`config.mk`:
```
export PLATFORM = sky130hd
export DESIGN_NAME = alu_stream
export DESIGN_NICKNAME = d
export VERILOG_FILES = /design/src/rtl/alu_stream.sv
export SDC_FILE = /design/constraint.sdc
export NUM_CORES = 1
export LEC_CHECK = 0
export BUFFER_PORTS_ARGS = -buffer_cell sky130_fd_sc_hd__buf_2
export CORE_UTILIZATION = 32
export CTS_CLUSTER_DIAMETER = 200
export DETAILED_ROUTE_END_ITERATION = 8
export GPL_TIMING_DRIVEN = 0
export PLACE_DENSITY = 0.5
export SLEW_MARGIN = 40
export SYNTH_ARGS = -nofsm -noshare
export SYNTH_HDL_FRONTEND = slang
export SYNTH_SLANG_ARGS = --single-unit
```
`constraint.sdc`:
```
create_clock -name clk -period 3.1 [get_ports clk]
set_input_delay 0.31 -clock clk [delete_from_list [all_inputs] [get_ports clk]]
set_output_delay 0.31 -clock clk [all_outputs]
set_load 0.005 [all_outputs]
```
`src/rtl/alu_stream.sv`:
```
// alu_stream: handshaked ALU with single-cycle logic/arith ops and an
// iterative shift-add unsigned multiplier feeding a holding output register.
module alu_stream #(
    parameter int unsigned WIDTH = 8
) (
    input  logic                 clk,
    input  logic                 rst,
    input  logic                 in_valid,
    output logic                 in_ready,
    input  logic [2:0]           in_op,
    input  logic [WIDTH-1:0]     in_a,
    input  logic [WIDTH-1:0]     in_b,
    output logic                 out_valid,
    input  logic                 out_ready,
    output logic [2*WIDTH-1:0]   out_result,
    output logic                 out_zero,
    output logic                 out_carry
);

    localparam int unsigned RW = 2 * WIDTH;
    localparam int unsigned SW = $clog2(WIDTH);
    localparam int unsigned CW = $clog2(WIDTH + 1);

    localparam logic [2:0] OP_ADD = 3'b000;
    localparam logic [2:0] OP_SUB = 3'b001;
    localparam logic [2:0] OP_MUL = 3'b010;
    localparam logic [2:0] OP_OR  = 3'b011;
    localparam logic [2:0] OP_AND = 3'b100;
    localparam logic [2:0] OP_XOR = 3'b101;
    localparam logic [2:0] OP_SHL = 3'b110;
    localparam logic [2:0] OP_SHR = 3'b111;

    typedef enum logic {
        IDLE = 1'b0,
        MUL  = 1'b1
    } state_t;

    state_t            state_q, state_d;
    logic [RW-1:0]     mcand_q, mcand_d;
    logic [WIDTH-1:0]  mplier_q, mplier_d;
    logic [RW-1:0]     acc_q, acc_d;
    logic [CW-1:0]     cnt_q, cnt_d;
    logic              valid_d;
    logic [RW-1:0]     result_d;
    logic              zero_d;
    logic              carry_d;

    logic [RW-1:0]     alu_res;
    logic              alu_carry;
    logic [WIDTH:0]    sum;
    logic [WIDTH-1:0]  diff;
    logic [WIDTH-1:0]  shl_v;
    logic [WIDTH-1:0]  shr_v;
    logic [SW-1:0]     shamt;
    logic [RW-1:0]     addend;
    logic [RW-1:0]     acc_sum;
    logic              accept;

    // Single-cycle operation results for the currently offered transaction
    always_comb begin
        alu_res   = '0;
        alu_carry = 1'b0;
        shamt     = in_b[SW-1:0];
        sum       = {1'b0, in_a} + {1'b0, in_b};
        diff      = in_a - in_b;
        shl_v     = in_a << shamt;
        shr_v     = in_a >> shamt;
        case (in_op)
            OP_ADD: begin
                alu_res   = RW'(sum);
                alu_carry = sum[WIDTH];
            end
            OP_SUB: begin
                alu_res   = RW'(diff);
                alu_carry = (in_a < in_b);
            end
            OP_OR:   alu_res = RW'(in_a | in_b);
            OP_AND:  alu_res = RW'(in_a & in_b);
            OP_XOR:  alu_res = RW'(in_a ^ in_b);
            OP_SHL:  alu_res = RW'(shl_v);
            OP_SHR:  alu_res = RW'(shr_v);
            default: alu_res = '0;
        endcase
    end

    // Next-state, multiplier datapath, output register and in_ready
    always_comb begin
        state_d  = state_q;
        mcand_d  = mcand_q;
        mplier_d = mplier_q;
        acc_d    = acc_q;
        cnt_d    = cnt_q;
        valid_d  = out_valid;
        result_d = out_result;
        zero_d   = out_zero;
        carry_d  = out_carry;
        in_ready = 1'b0;
        accept   = 1'b0;
        addend   = mplier_q[0] ? mcand_q : '0;
        acc_sum  = acc_q + addend;

        // A transfer frees the output register unless a load below refills it
        if (out_valid && out_ready) begin
            valid_d = 1'b0;
        end

        case (state_q)
            IDLE: begin
                in_ready = !rst && (!out_valid || out_ready);
                accept   = in_valid && in_ready;
                if (accept) begin
                    if (in_op == OP_MUL) begin
                        mcand_d  = RW'(in_a);
                        mplier_d = in_b;
                        acc_d    = '0;
                        cnt_d    = CW'(WIDTH);
                        state_d  = MUL;
                    end else begin
                        result_d = alu_res;
                        zero_d   = (alu_res == '0);
                        carry_d  = alu_carry;
                        valid_d  = 1'b1;
                    end
                end
            end
            MUL: begin
                acc_d    = acc_sum;
                mcand_d  = mcand_q << 1;
                mplier_d = mplier_q >> 1;
                cnt_d    = cnt_q - CW'(1);
                if (cnt_q == CW'(1)) begin
                    result_d = acc_sum;
                    zero_d   = (acc_sum == '0);
                    carry_d  = 1'b0;
                    valid_d  = 1'b1;
                    state_d  = IDLE;
                end
            end
            default: state_d = IDLE;
        endcase
    end

    // State and datapath registers, asynchronously cleared
    always_ff @(posedge clk or posedge rst) begin
        if (rst) begin
            state_q    <= IDLE;
            mcand_q    <= '0;
            mplier_q   <= '0;
            acc_q      <= '0;
            cnt_q      <= '0;
            out_valid  <= 1'b0;
            out_result <= '0;
            out_zero   <= 1'b0;
            out_carry  <= 1'b0;
        end else begin
            state_q    <= state_d;
            mcand_q    <= mcand_d;
            mplier_q   <= mplier_d;
            acc_q      <= acc_d;
            cnt_q      <= cnt_d;
            out_valid  <= valid_d;
            out_result <= result_d;
            out_zero   <= zero_d;
            out_carry  <= carry_d;
        end
    end

endmodule

```
# Yosys cells after proc, flatten, opt, wreduce, memory -nomap -nowiden
# Cells that the tools add are included.
# word_totals
reg_bits,64
input_bits,23
output_inout_bits,20
word_cells,80
# op_classes
n_addsub,4
n_lt_le_gt_ge,1
n_eq_ne,12
shift,2
muxes,37
n_bitwise,4
reduce_logical,11
# op_table
cell,count
$mux 16,8
$pmux 16 s2,3
$pmux 9 s7,1
$logic_not 16->1,2
$add 16x16->16,1
$mux 8,2
$pmux 8 s2,1
$mux 1,14
$eq 3x3->1 const B,4
$pmux 1 s2,5
$add 8x8->9,1
$and 8x8->8,1
$lt 8x8->1,1
$mux 4,2
$or 8x8->8,1
$pmux 4 s2,1
$shl 8x3->8,1
$shr 8x3->8,1
$sub 8x8->8,1
$xor 8x8->8,1
$eq 3x2->1 const B,2
$ne 2x2->1 const B,3
$eq 4x1->1 const B,1
$sub 4x1->4 const B,1
other kinds (9),12

# Logic depth before layout (Yosys ltp)
# Gate-level depths: netlist of the first run.
# logic_depth
ltp_word,6
ltp_mapped,11
ltp_nobuf,11

# Worst setup path after synthesis of the first run
# No wires, ideal clock.
# synth_timing
kind,reg2reg
start,register mplier_q[0]
end,register out_zero
setup_ns,0.069
t_arrival_ns,3.278
t_required_ns,3.031
setup_slack_ns,-0.247
path_stages_with_launch,12
period_less_slack_ns,3.347
path_cell_list,dfrtp_1 -> clkbuf_1 -> and2_1 -> ha_1 -> or3_1 -> a2111o_1 -> a31o_1 -> a211o_1 -> xor2_1 -> or4b_1 -> or4b_1 -> nand3_1
# synth_via
elab_chain_len,5
# synth_lines
element,line_no,rtl
from (decl),40,"logic [WIDTH-1:0] mplier_q, mplier_d;"
from (signal assigned),158,mplier_q <= mplier_d;
$mux 16,99,addend = mplier_q[0] ? mcand_q : '0;
$add 16x16->16,100,acc_sum = acc_q + addend;
$logic_not 16->1,133,zero_d = (acc_sum == '0);
$mux 1,131,if (cnt_q == CW'(1)) begin
$pmux 1 s2,107,case (state_q)
to (signal assigned),163,out_zero <= zero_d;
to (decl),16,"output logic out_zero,"
# No other way between the ends. The select of a mux whose other input is x is not followed.
# A chain may end at the register's enable or synchronous reset.

# Worst setup path in the final report of the first run
# Same ends and word-level chain as after synthesis.

==> flow_summary_export.csv, run 1 <==
group,metric,value,unit
synth,synthDistinctLibCells,62,
cts,clk_path_buf_depth,2,
synth,post_synth_inst_count,603,
sta,worst_hold_slack_across_all_endpoints,1.05,ps
sta,postLayoutSetupSlackWorst,-488,ps
die,initial_core_util,0.327,
sta,setup_viol,1,
critical_path,worstSetupPathType,"register to register",
power,net-switching-power,1.62,mW
critical_path,timing.rr.end,"out_zero",
detailed_routing,post-route-drc-count,0,
cts,tritoncts,"built",
synth,post-synth-top-area-cell,"dfrtp_1",
synth,synth_fp_nets,671,
sta,achievable-frequency,0.279,GHz
status,violations,"setup timing",
detailed_routing,ant_nets,0,
cts,path_clk_slew,60,ps
detailed_routing,avgRoutedWirePerCell,18.4,um
cts,tritoncts.num_buffers,9,
sta,rsz0062_at_grt,"yes",
synth,synth-main-ff-cell,"dfrtp_1",
power,power_report.internal_total,2.48,mW
grt,first_global_vias,4785,
flow_run,maxCapViolCount,0,
power,power.total,4.10,mW
critical_path,startpoint,"mplier_q[0]",
placed_design,place.gp.congestion,0.903,
synth,syn_avg_cell_area,8.54,um^2
synth,synth_edf_count,0,
critical_path,critical_path.endpoint_type,"register",
cts,clock_insertion_delay_at_the_later_pin_of_the_skew_report,330,ps
synth,netlist_area,5150,um^2
finish,final_net_count,735,
finish,insertedDiodeCount,0,
finish,post_synthesis_to_final_layout_area_growth,20.0,%
detailed_routing,drt-vias-per-instance,5.41,
sta,final.setup_skew,8.47,ps
sta,hold_violation_count_in_the_final_report,0,
critical_path,maximum_fanout_count_along_the_critical_path,7,
power,power_per_cell_area,664,nW/um^2
placed_design,portbufs,41,
critical_path,arrival,3850,ps
cts,cts_sink_cnt,64,
sta,timing.setup.tns,-488,ps
min_path,worst_min_path_class,"input pin to async pin",
power,sw_frac_of_total,0.396,
power,seq_power_share,0.333,
sta,max_slew_margin,0.476,
power,power_leakage,2.90,nW
power,combinationalPowerShare,0.423,
grt,antenna_violations_before_repair,0,
die,rows,46,
die,ios,43,
cts,cts.root.buffer_cell,"clkbuf_16",
sta,number_of_pins_exceeding_their_max_slew_limit_in_the_final_report,0,
die,dieArea,16600,um^2
grt,grt_remaining_overflow,0,
sta,transition_time_at_the_pin_with_the_least_slew_margin,782,ps
synth,synthDominantCellAreaShare,0.311,
synth,synthTopCellsByArea,"dfrtp_1 (31%), ha_1 (10%), nand2_1 (5.6%)",
critical_path,worst_setup_sp_type,"register",
critical_path,worstRegToRegCells,11,
power,p_clk_frac,0.244,
die,dieWidth,129,um
placed_design,hpwlAfterDp,12500,um
grt,grt_use_total,0.207,
detailed_routing,detailedRoute.firstIterationViolations,319,
grt,grt_first_pass_wirelength,26400,um
detailed_routing,num_vias,4795,
synth,ys.warnings.count,0,
cts,htree_levels,3,
critical_path,critical_path_required,3360,ps
critical_path,regToRegStartpoint,"mplier_q[0]",
sta,post-route-min-period,3590,ps
synth,yosysSeqAreaShare,0.311,
grt,grt_max_degree,34,
detailed_routing,wl,16300,um
synth,async_flop_share,1.00,
critical_path,crit_path_capture,"out_zero",
status,run_status,"finished, violations left",
placed_design,detailedPlace.worstSlack,-778,ps
detailed_routing,first_pass_iters,5,
critical_path,timing.reg2reg.setup_slack,-490,ps
finish,drive_above_1_share,0.165,
die,die_height,129,um
cts,cts-hold-fix-buffers,0,
power,ir_worst_vdd,251,uV
die,coreArea,15800,um^2
synth,ys_seq_elements,64,
sta,final_min_period_over_clock_period,1.16,
kinds of logic (layout without fill, tap and decap cells):
kind of cell | count (synthesis) | in the layout | share of synthesized area
and+or+nand+nor | 219 | 219 | 0.209
AOI/OAI and AO/OA | 166 | 166 | 0.212
buffers and inverters | 65 | 133 | 0.0474
DFF | 64 | 64 | 0.311
adders and majority gates | 45 | 45 | 0.114
muxes | 29 | 29 | 0.0816
xor gates and xnor gates | 15 | 15 | 0.0255
placed cells by master, fill, tap and decap left out, types with 8 or more instances in the layout:
| master | n |
|---|---|
| o21ai_0 | 43 |
| mux4_2 | 10 |
| buf_4 | 12 |
| nor3_1 | 10 |
| mux2i_1 | 15 |
| dfrtp_1 | 63 |
| nor2_1 | 45 |
| a21o_1 | 8 |
| clkbuf_1 | 32 |
| nand2_1 | 77 |
| ha_1 | 37 |
| and2_1 | 16 |
| nand3_1 | 15 |
| a22o_1 | 12 |
| a21oi_1 | 40 |
| clkbuf_16 | 9 |
| inv_1 | 28 |
| buf_2 | 41 |
per-stage QoR:
step,instances,utilization,area (um^2)
finish,887,0.392,6180
global route,887,0.392,6180
CTS,881,0.385,6070
detailed placement,861,0.358,5650
global placement,860,0.357,5630
floorplan,603,-,5150
power by group through the flow:
stage	clock network [mW]	logic (mW)	registers (mW)
detailed placement	0	1.60	1.36
global placement	0	1.57	1.35
floorplan	0	1.09	1.31
CTS	1.03	1.68	1.36
finish	1.00	1.73	1.36
global route	1.06	1.94	1.41
cell usage after synthesis (all sizes together) (6+ instances only):
cell,number
nand2,77
nor2b,7
a221o,6
clkbuf,33
mux2i,15
ha,42
a21oi,41
nor3,10
and2,21
dfrtp,64
o22ai,7
nor2,45
xor2,8
a22o,13
a21o,8
nand3,16
mux4,10
xnor2,7
inv,29
o21ai,43
and3,8
worst max-delay path, cell delays in order, from the launching register on:
cell and delay, ps:
dfrtp_2 460, buf_8 150, and2_4 130, ha_4 160, or3_4 370, a2111o_1 390
a31o_1 240, a211o_1 320, xor2_2 160, or4b_4 510, or4b_4 550, nand3_2 70
per-layer routing:
layer	track usage	wire, um
met3	0.0220	534
met4	0.0526	119
met2	0.341	7790
met1	0.289	7850
met5	0	0
what timing repair did:
action	4_1_cts	5_1_grt
resized for setup	15	12
buffers inserted	5	7
endpoints found under the setup margin	1	2
pin swaps	5	10
registers in the layout, indices dropped and copies added, names as in the netlist:
| register | cells |
|---|---|
| acc_q | 16 |
| cnt_q | 4 |
| mcand_q | 16 |
| mplier_q | 8 |
| out_carry | 1 |
| out_result | 16 |
| out_valid | 1 |
| out_zero | 1 |
| state_q | 1 |
area by class of cell:
class	instances	area (um^2)
Inverter	29	111
Tap cell	216	270
Clock buffer	10	229
Fill cell	1627	9590
Timing Repair Buffer	54	315
Multi-Input combinational cell	474	3450
Buffer	35	143
Clock inverter	5	57.6
Sequential cell	64	1600
worst min-delay path by stage:
stage,slack [ps],start,end
after CTS,9,rst,out_valid
after global routing,40,rst,out_result[2]
after global placement,460,out_result[2],out_result[2]
after floorplan,450,mplier_q[1],mplier_q[0]
final,1,rst,out_result[0]
after detailed placement,360,rst,out_valid
No activity file was read; power rests on OpenSTA's default activity.
==> inputs of run 2 (changes only) <==
PLACE_DENSITY = 0.48   (was 0.5)
SKIP_LAST_GASP = 1   (was default)
clock period = 3.5 ns   (was 3.1 ns; I/O delays follow)
==> flow_summary_export.csv, run 2 (synthesized netlist as in run 1, its figures left out) <==
group,metric,value,unit
status,run_status,"finished, violations left",
status,violations,"setup timing",
critical_path,maximum_fanout_count_along_the_critical_path,5,
detailed_routing,post-route-drc-count,0,
finish,final_net_count,733,
cts,cts_sink_cnt,64,
sta,max_slew_margin,0.440,
detailed_routing,wl,16200,um
sta,transition_time_at_the_pin_with_the_least_slew_margin,838,ps
power,power_per_cell_area,582,nW/um^2
detailed_routing,first_pass_iters,5,
sta,timing.setup.tns,-93.6,ps
sta,final_min_period_over_clock_period,1.03,
placed_design,cell_area_reported_after_detailed_placement,5650,um^2
power,power_leakage,2.88,nW
critical_path,worstSetupPathType,"register to register",
critical_path,arrival,3870,ps
grt,grt_first_pass_wirelength,25500,um
placed_design,hpwlAfterDp,12400,um
sta,hold_violation_count_in_the_final_report,0,
finish,post_synthesis_to_final_layout_area_growth,19.1,%
finish,mostFrequentLayoutCell,"nand2_1",
cts,htree_levels,3,
flow_run,maxCapViolCount,0,
grt,grt_use_total,0.203,
critical_path,critical-path-slowest-cell,"or4b_1",
placed_design,place.gp.congestion,0.921,
grt,antenna_violations_before_repair,0,
finish,reg.largest.list,"acc_q: 16 flops, mcand_q: 16 flops, out_result: 16 flops",
sta,post-route-min-period,3590,ps
sta,achievable-frequency,0.278,GHz
cts,clock_insertion_delay_at_the_later_pin_of_the_skew_report,340,ps
sta,setup_viol,1,
detailed_routing,routedLengthMet1,7840,um
grt,first_global_vias,4623,
die,rows,46,
critical_path,critical_path.endpoint_type,"register",
sta,rsz0062_at_grt,"yes",
die,ios,43,
min_path,worst_min_path_class,"input pin to async pin",
grt,grt_max_degree,38,
sta,final.setup_skew,7.89,ps
die,dieArea,16600,um^2
placed_design,portbufs,41,
cts,path_clk_slew,60,ps
detailed_routing,highest_layer,"met4",
cts,tritoncts.num_buffers,9,
finish,design_area,6130,um^2
finish,mostFrequentLayoutCells,"nand2_1 (77), dfrtp_1 (63), nor2_1 (45)",
die,coreArea,15800,um^2
finish,drive_above_1_share,0.158,
critical_path,critical_path_required,3770,ps
critical_path,crit_path_cell_trace,"clkbuf_8, and2_4, ha_4, or3_1, a2111o_1, a31o_1, a211o_1, xor2_1, or4b_1, or4b_4, nand3_2",
sta,postLayoutSetupSlackWorst,-93.6,ps
detailed_routing,drt-vias-per-instance,5.44,
sta,number_of_pins_exceeding_their_max_slew_limit_in_the_final_report,0,
detailed_routing,detailedRoute.firstIterationViolations,278,
cts,tritoncts,"built",
placed_design,placed_cells_incl_taps,861,
cts,clk_path_buf_depth,2,
cts,cts-hold-fix-buffers,0,
cts,cts.root.buffer_cell,"clkbuf_16",
detailed_routing,met2_routed_wl,7480,um
finish,stdcell_count,885,
detailed_routing,dr_wl_met3,638,um
critical_path,biggest_cell_delay_along_the_critical_path,530,ps
finish,insertedDiodeCount,0,
critical_path,worst_setup_sp_type,"register",
power,ir_worst_vdd,298,uV
detailed_routing,avgRoutedWirePerCell,18.4,um
detailed_routing,ant_nets,0,
sta,worst_hold_slack_across_all_endpoints,9.18,ps
critical_path,timing.reg2reg.setup_slack,-90,ps
detailed_routing,num_vias,4810,
grt,grt_remaining_overflow,0,
die,die_height,129,um
finish,finalCoreUtilization,0.389,
die,initial_core_util,0.327,
die,dieWidth,129,um
-- run 2: changes by cell type in the layout (fill, tap and decap cells not counted), moves of 2 or more --
cell / delta
buf_4: -4
ha_4: -2
and2_4: -3
ha_2: +2
and2_1: +3
clkbuf_8: +3
-- run 2: critical path: cells and delay by family (launching register included) --
family	cells	cell delay (ps)
XOR/XNOR	1	170
flip-flops	1	460
AO/OA/AOI/OAI	3	920
adder cells (fa/ha/maj)	1	170
AND/OR/NAND/NOR	5	1650
buffers and inverters	1	170
-- run 2: report_power, final --
| part | total [mW] | switching [mW] | internal [mW] |
|---|---|---|---|
| combinational | 1.52 | 0.901 | 0.615 |
| clock | 0.852 | 0.340 | 0.512 |
| sequential | 1.20 | 0.199 | 1.01 |
| total | 3.57 | 1.44 | 2.13 |
-- run 2: through the flow --
step	power, mW	worst slack, ps
after floorplan	2.12	153
after global placement	2.59	-360
after detailed placement	2.62	-398
after CTS	3.58	-74.7
after global routing	3.82	-163
final	3.57	-93.6
-- run 2: worst paths after layout --
path,startpoint,endpoint,cells past startpoint
max in group asynchronous,rst,mplier_q[0],3
min in group clk,out_ready,out_valid,3
worst max register to register,mplier_q[0],out_zero,11
worst min register to register,out_result[10],out_result[10],2
worst min-delay path,rst,out_result[12],2
worst max-delay path,mplier_q[0],out_zero,11
-- run 2: cell type report --
class | instances | area, um^2
inverters | 29 | 111
well taps | 216 | 270
multi-input cells | 474 | 3430
clock buffers | 12 | 256
repair buffers | 51 | 297
clock inverters | 3 | 17.5
fillers | 1647 | 9640
flip-flops and latches | 64 | 1600
plain buffers | 36 | 145
-- run 2: metal layers --
layer | vias up | track usage
met5 | - | 0
met1 | 2366 | 0.283
met3 | 20 | 0.0320
met2 | 118 | 0.322
met4 | 0 | 0.0616
li1 | 2306 | -
-- run 2: repair_timing --
item                                    in CTS  in global routing
pin swaps                                    9                  5
buffers inserted                             7                  2
endpoints found under the setup margin       1                  1
resized for setup                           23                  3
==> inputs of run 3 (changes only) <==
ABC_AREA = 1   (was default)
SLEW_MARGIN = 15   (was 40)
==> flow_summary_export.csv, run 3 <==
group,metric,value,unit
status,run_status,"finished, final reports clean",
sta,achievable-frequency,0.339,GHz
synth,synth-main-ff-cell,"dfrtp_1",
sta,transition_time_at_the_pin_with_the_least_slew_margin,630,ps
sta,post-route-min-period,2950,ps
critical_path,maximum_fanout_count_along_the_critical_path,10,
synth,post-synth-top-area-cell,"dfrtp_1",
synth,synth_fp_nets,891,
synth,post_synth_inst_count,823,
detailed_routing,num_vias,5418,
synth,synth_edf_count,0,
cts,cts_post_setup_buffers_inserted,0,
synth,ys.warnings.count,0,
critical_path,critical_path_required,3780,ps
synth,ys_top_cells_by_count,"nand2_1 (267), inv_1 (115), nand3_1 (108)",
finish,mostFrequentLayoutCells,"nand2_1 (267), inv_1 (114), nand3_1 (108)",
critical_path,worstSetupPathType,"register to register",
placed_design,placed_cells_incl_taps,1084,
grt,grt_first_pass_wirelength,28500,um
synth,yosysSeqAreaShare,0.290,
finish,post_synthesis_to_final_layout_area_growth,15.5,%
detailed_routing,first_pass_iters,5,
finish,final_net_count,944,
grt,first_global_vias,5308,
detailed_routing,avgRoutedWirePerCell,16.1,um
sta,timing.setup.tns,0,ps
finish,reg.largest.list,"acc_q: 16 flops, mcand_q: 16 flops, out_result: 16 flops",
finish,mostFrequentLayoutCell,"nand2_1",
synth,synthDistinctLibCells,46,
grt,antenna_violations_before_repair,0,
sta,setup_viol,0,
grt,grt_use_total,0.209,
die,die_height,133,um
die,dieWidth,133,um
cts,clk_path_buf_depth,2,
critical_path,worst_setup_sp_type,"register",
die,coreArea,16700,um^2
critical_path,worstRegToRegCells,17,
critical_path,critical_path.endpoint_type,"register",
die,rows,47,
sta,number_of_pins_exceeding_their_max_slew_limit_in_the_final_report,0,
critical_path,arrival,3230,ps
grt,grt.met3_usage,0.0312,
synth,synthTopCellsByArea,"dfrtp_1 (29%), nand2_1 (18%), nand3_1 (9.8%)",
sta,rsz0062_at_grt,"no",
detailed_routing,drt-vias-per-instance,4.92,
power,ir_worst_vdd,300,uV
min_path,worst_min_path_class,"input pin to register",
finish,design_area,6380,um^2
placed_design,place.gp.congestion,0.887,
power,power_per_cell_area,588,nW/um^2
finish,stdcell_count,1101,
synth,synth_most_common_cell,"nand2_1",
power,power_leakage,3.44,nW
detailed_routing,wl,17700,um
die,dieArea,17800,um^2
synth,netlist_area,5520,um^2
critical_path,timing.reg2reg.setup_slack,550,ps
detailed_routing,detailedRoute.firstIterationViolations,326,
die,ios,43,
placed_design,portbufs,40,
synth,async_flop_share,1.00,
cts,path_clk_slew,50,ps
cts,cts_sink_cnt,64,
sta,final_min_period_over_clock_period,0.844,
sta,hold_violation_count_in_the_final_report,0,
synth,synthDominantCellAreaShare,0.290,
grt,grt_remaining_overflow,0,
cts,tritoncts,"built",
synth,syn_avg_cell_area,6.71,um^2
detailed_routing,ant_nets,0,
finish,drive_above_1_share,0.126,
grt,grt_util_met2,0.328,
sta,max_slew_margin,0.580,
grt,grt_max_degree,59,
critical_path,regToRegStartpoint,"mplier_q[0]",
critical_path,timing.rr.end,"out_zero",
sta,final.setup_skew,5.82,ps
flow_run,maxCapViolCount,0,
cts,htree_levels,3,
die,initial_core_util,0.331,
cts,clock_insertion_delay_at_the_later_pin_of_the_skew_report,340,ps
grt,globalRoute.busiestLayer,"met2",
cts,tritoncts.num_buffers,9,
placed_design,cell_area_reported_after_detailed_placement,6030,um^2
critical_path,crit_path_capture,"out_zero",
placed_design,hpwlAfterDp,14200,um
cts,cts.root.buffer_cell,"clkbuf_16",
critical_path,startpoint,"mplier_q[0]",
detailed_routing,post-route-drc-count,0,
synth,ys_seq_elements,64,
finish,insertedDiodeCount,0,
grt,met1_usage,0.296,
## run 3: cell count changes in the layout (fill, tap and decap cells not counted), moves of 23 or more
cell      delta
o21ai_0     -23
clkbuf_1    -28
nand2_1    +190
nand3_1     +93
inv_1       +86
## run 3: how the worst min path moves through the flow
stage | startpoint | end | cells past startpoint
2_1_floorplan | cnt_q[3] | cnt_q[3] | 1
3_3_place_gp | out_carry | out_carry | 2
3_5_place_dp | rst | out_carry | 2
4_1_cts | out_ready | out_valid | 4
5_1_grt | out_ready | out_valid | 4
6_report | out_ready | out_valid | 4
## run 3: power by group
group / internal, mW / switching, mW / total, mW
Clock: 0.681 / 0.337 / 1.02
Combinational: 0.532 / 1.01 / 1.54
Sequential: 1.02 / 0.164 / 1.19
## run 3: metal layers
metal	share of wire	up-vias
li1	-	2769
met1	0.51	2523
met2	0.44	108
met5	0	-
met3	0.027	18
met4	0.020	0
## run 3: critical path, stage by stage, from the launching register on
cell	delay, ps
dfrtp_1	320
clkbuf_1	280
clkbuf_1	350
nand2_1	110
inv_1	90
ha_1	280
nand2_1	80
nand2_1	80
inv_1	100
nand2_1	60
nand2_1	80
nand3_1	110
a21oi_1	270
xor2_1	320
nand3_1	150
nand2_1	70
nand2_1	70
nand2_1	70
## run 3: cell type report
| type | count | area, um^2 |
|---|---|---|
| fill | 1860 | 10300 |
| timing repair buffer | 42 | 238 |
| multi-input combinational | 608 | 3280 |
| clock inverter | 4 | 75.1 |
| inverter | 124 | 475 |
| tap | 220 | 275 |
| buffer | 27 | 173 |
| clock buffer | 12 | 267 |
| sequential | 64 | 1600 |
## run 3: kinds of logic (layout without fill, tap and decap cells)
kind of cell,after synthesis,in the layout,synth area share
AOI/OAI and AO/OA,83,83,0.0942
xor gates and xnor gates,4,4,0.00634
adders and majority gates,45,45,0.106
buffers and inverters,151,209,0.117
DFF,64,64,0.290
and+or+nand+nor,476,476,0.386
## run 3: what timing repair did
action | in CTS | in global routing
gates resized for setup | 0 | 0
hold buffers | 1 | 0
endpoints found under the setup margin | 0 | 0
hold endpoints to repair | 8 | 0
## run 3: per-stage QoR
step                       util  hold slack [ps]  total power, mW  setup WS, ps
after floorplan               -              445             2.20           528
after global placement    0.359              462             2.74          -736
after detailed placement  0.361              262             2.75           549
after CTS                 0.382              288             3.79           530
after global routing      0.382              334             4.04           264
final                     0.382              301             3.75           546
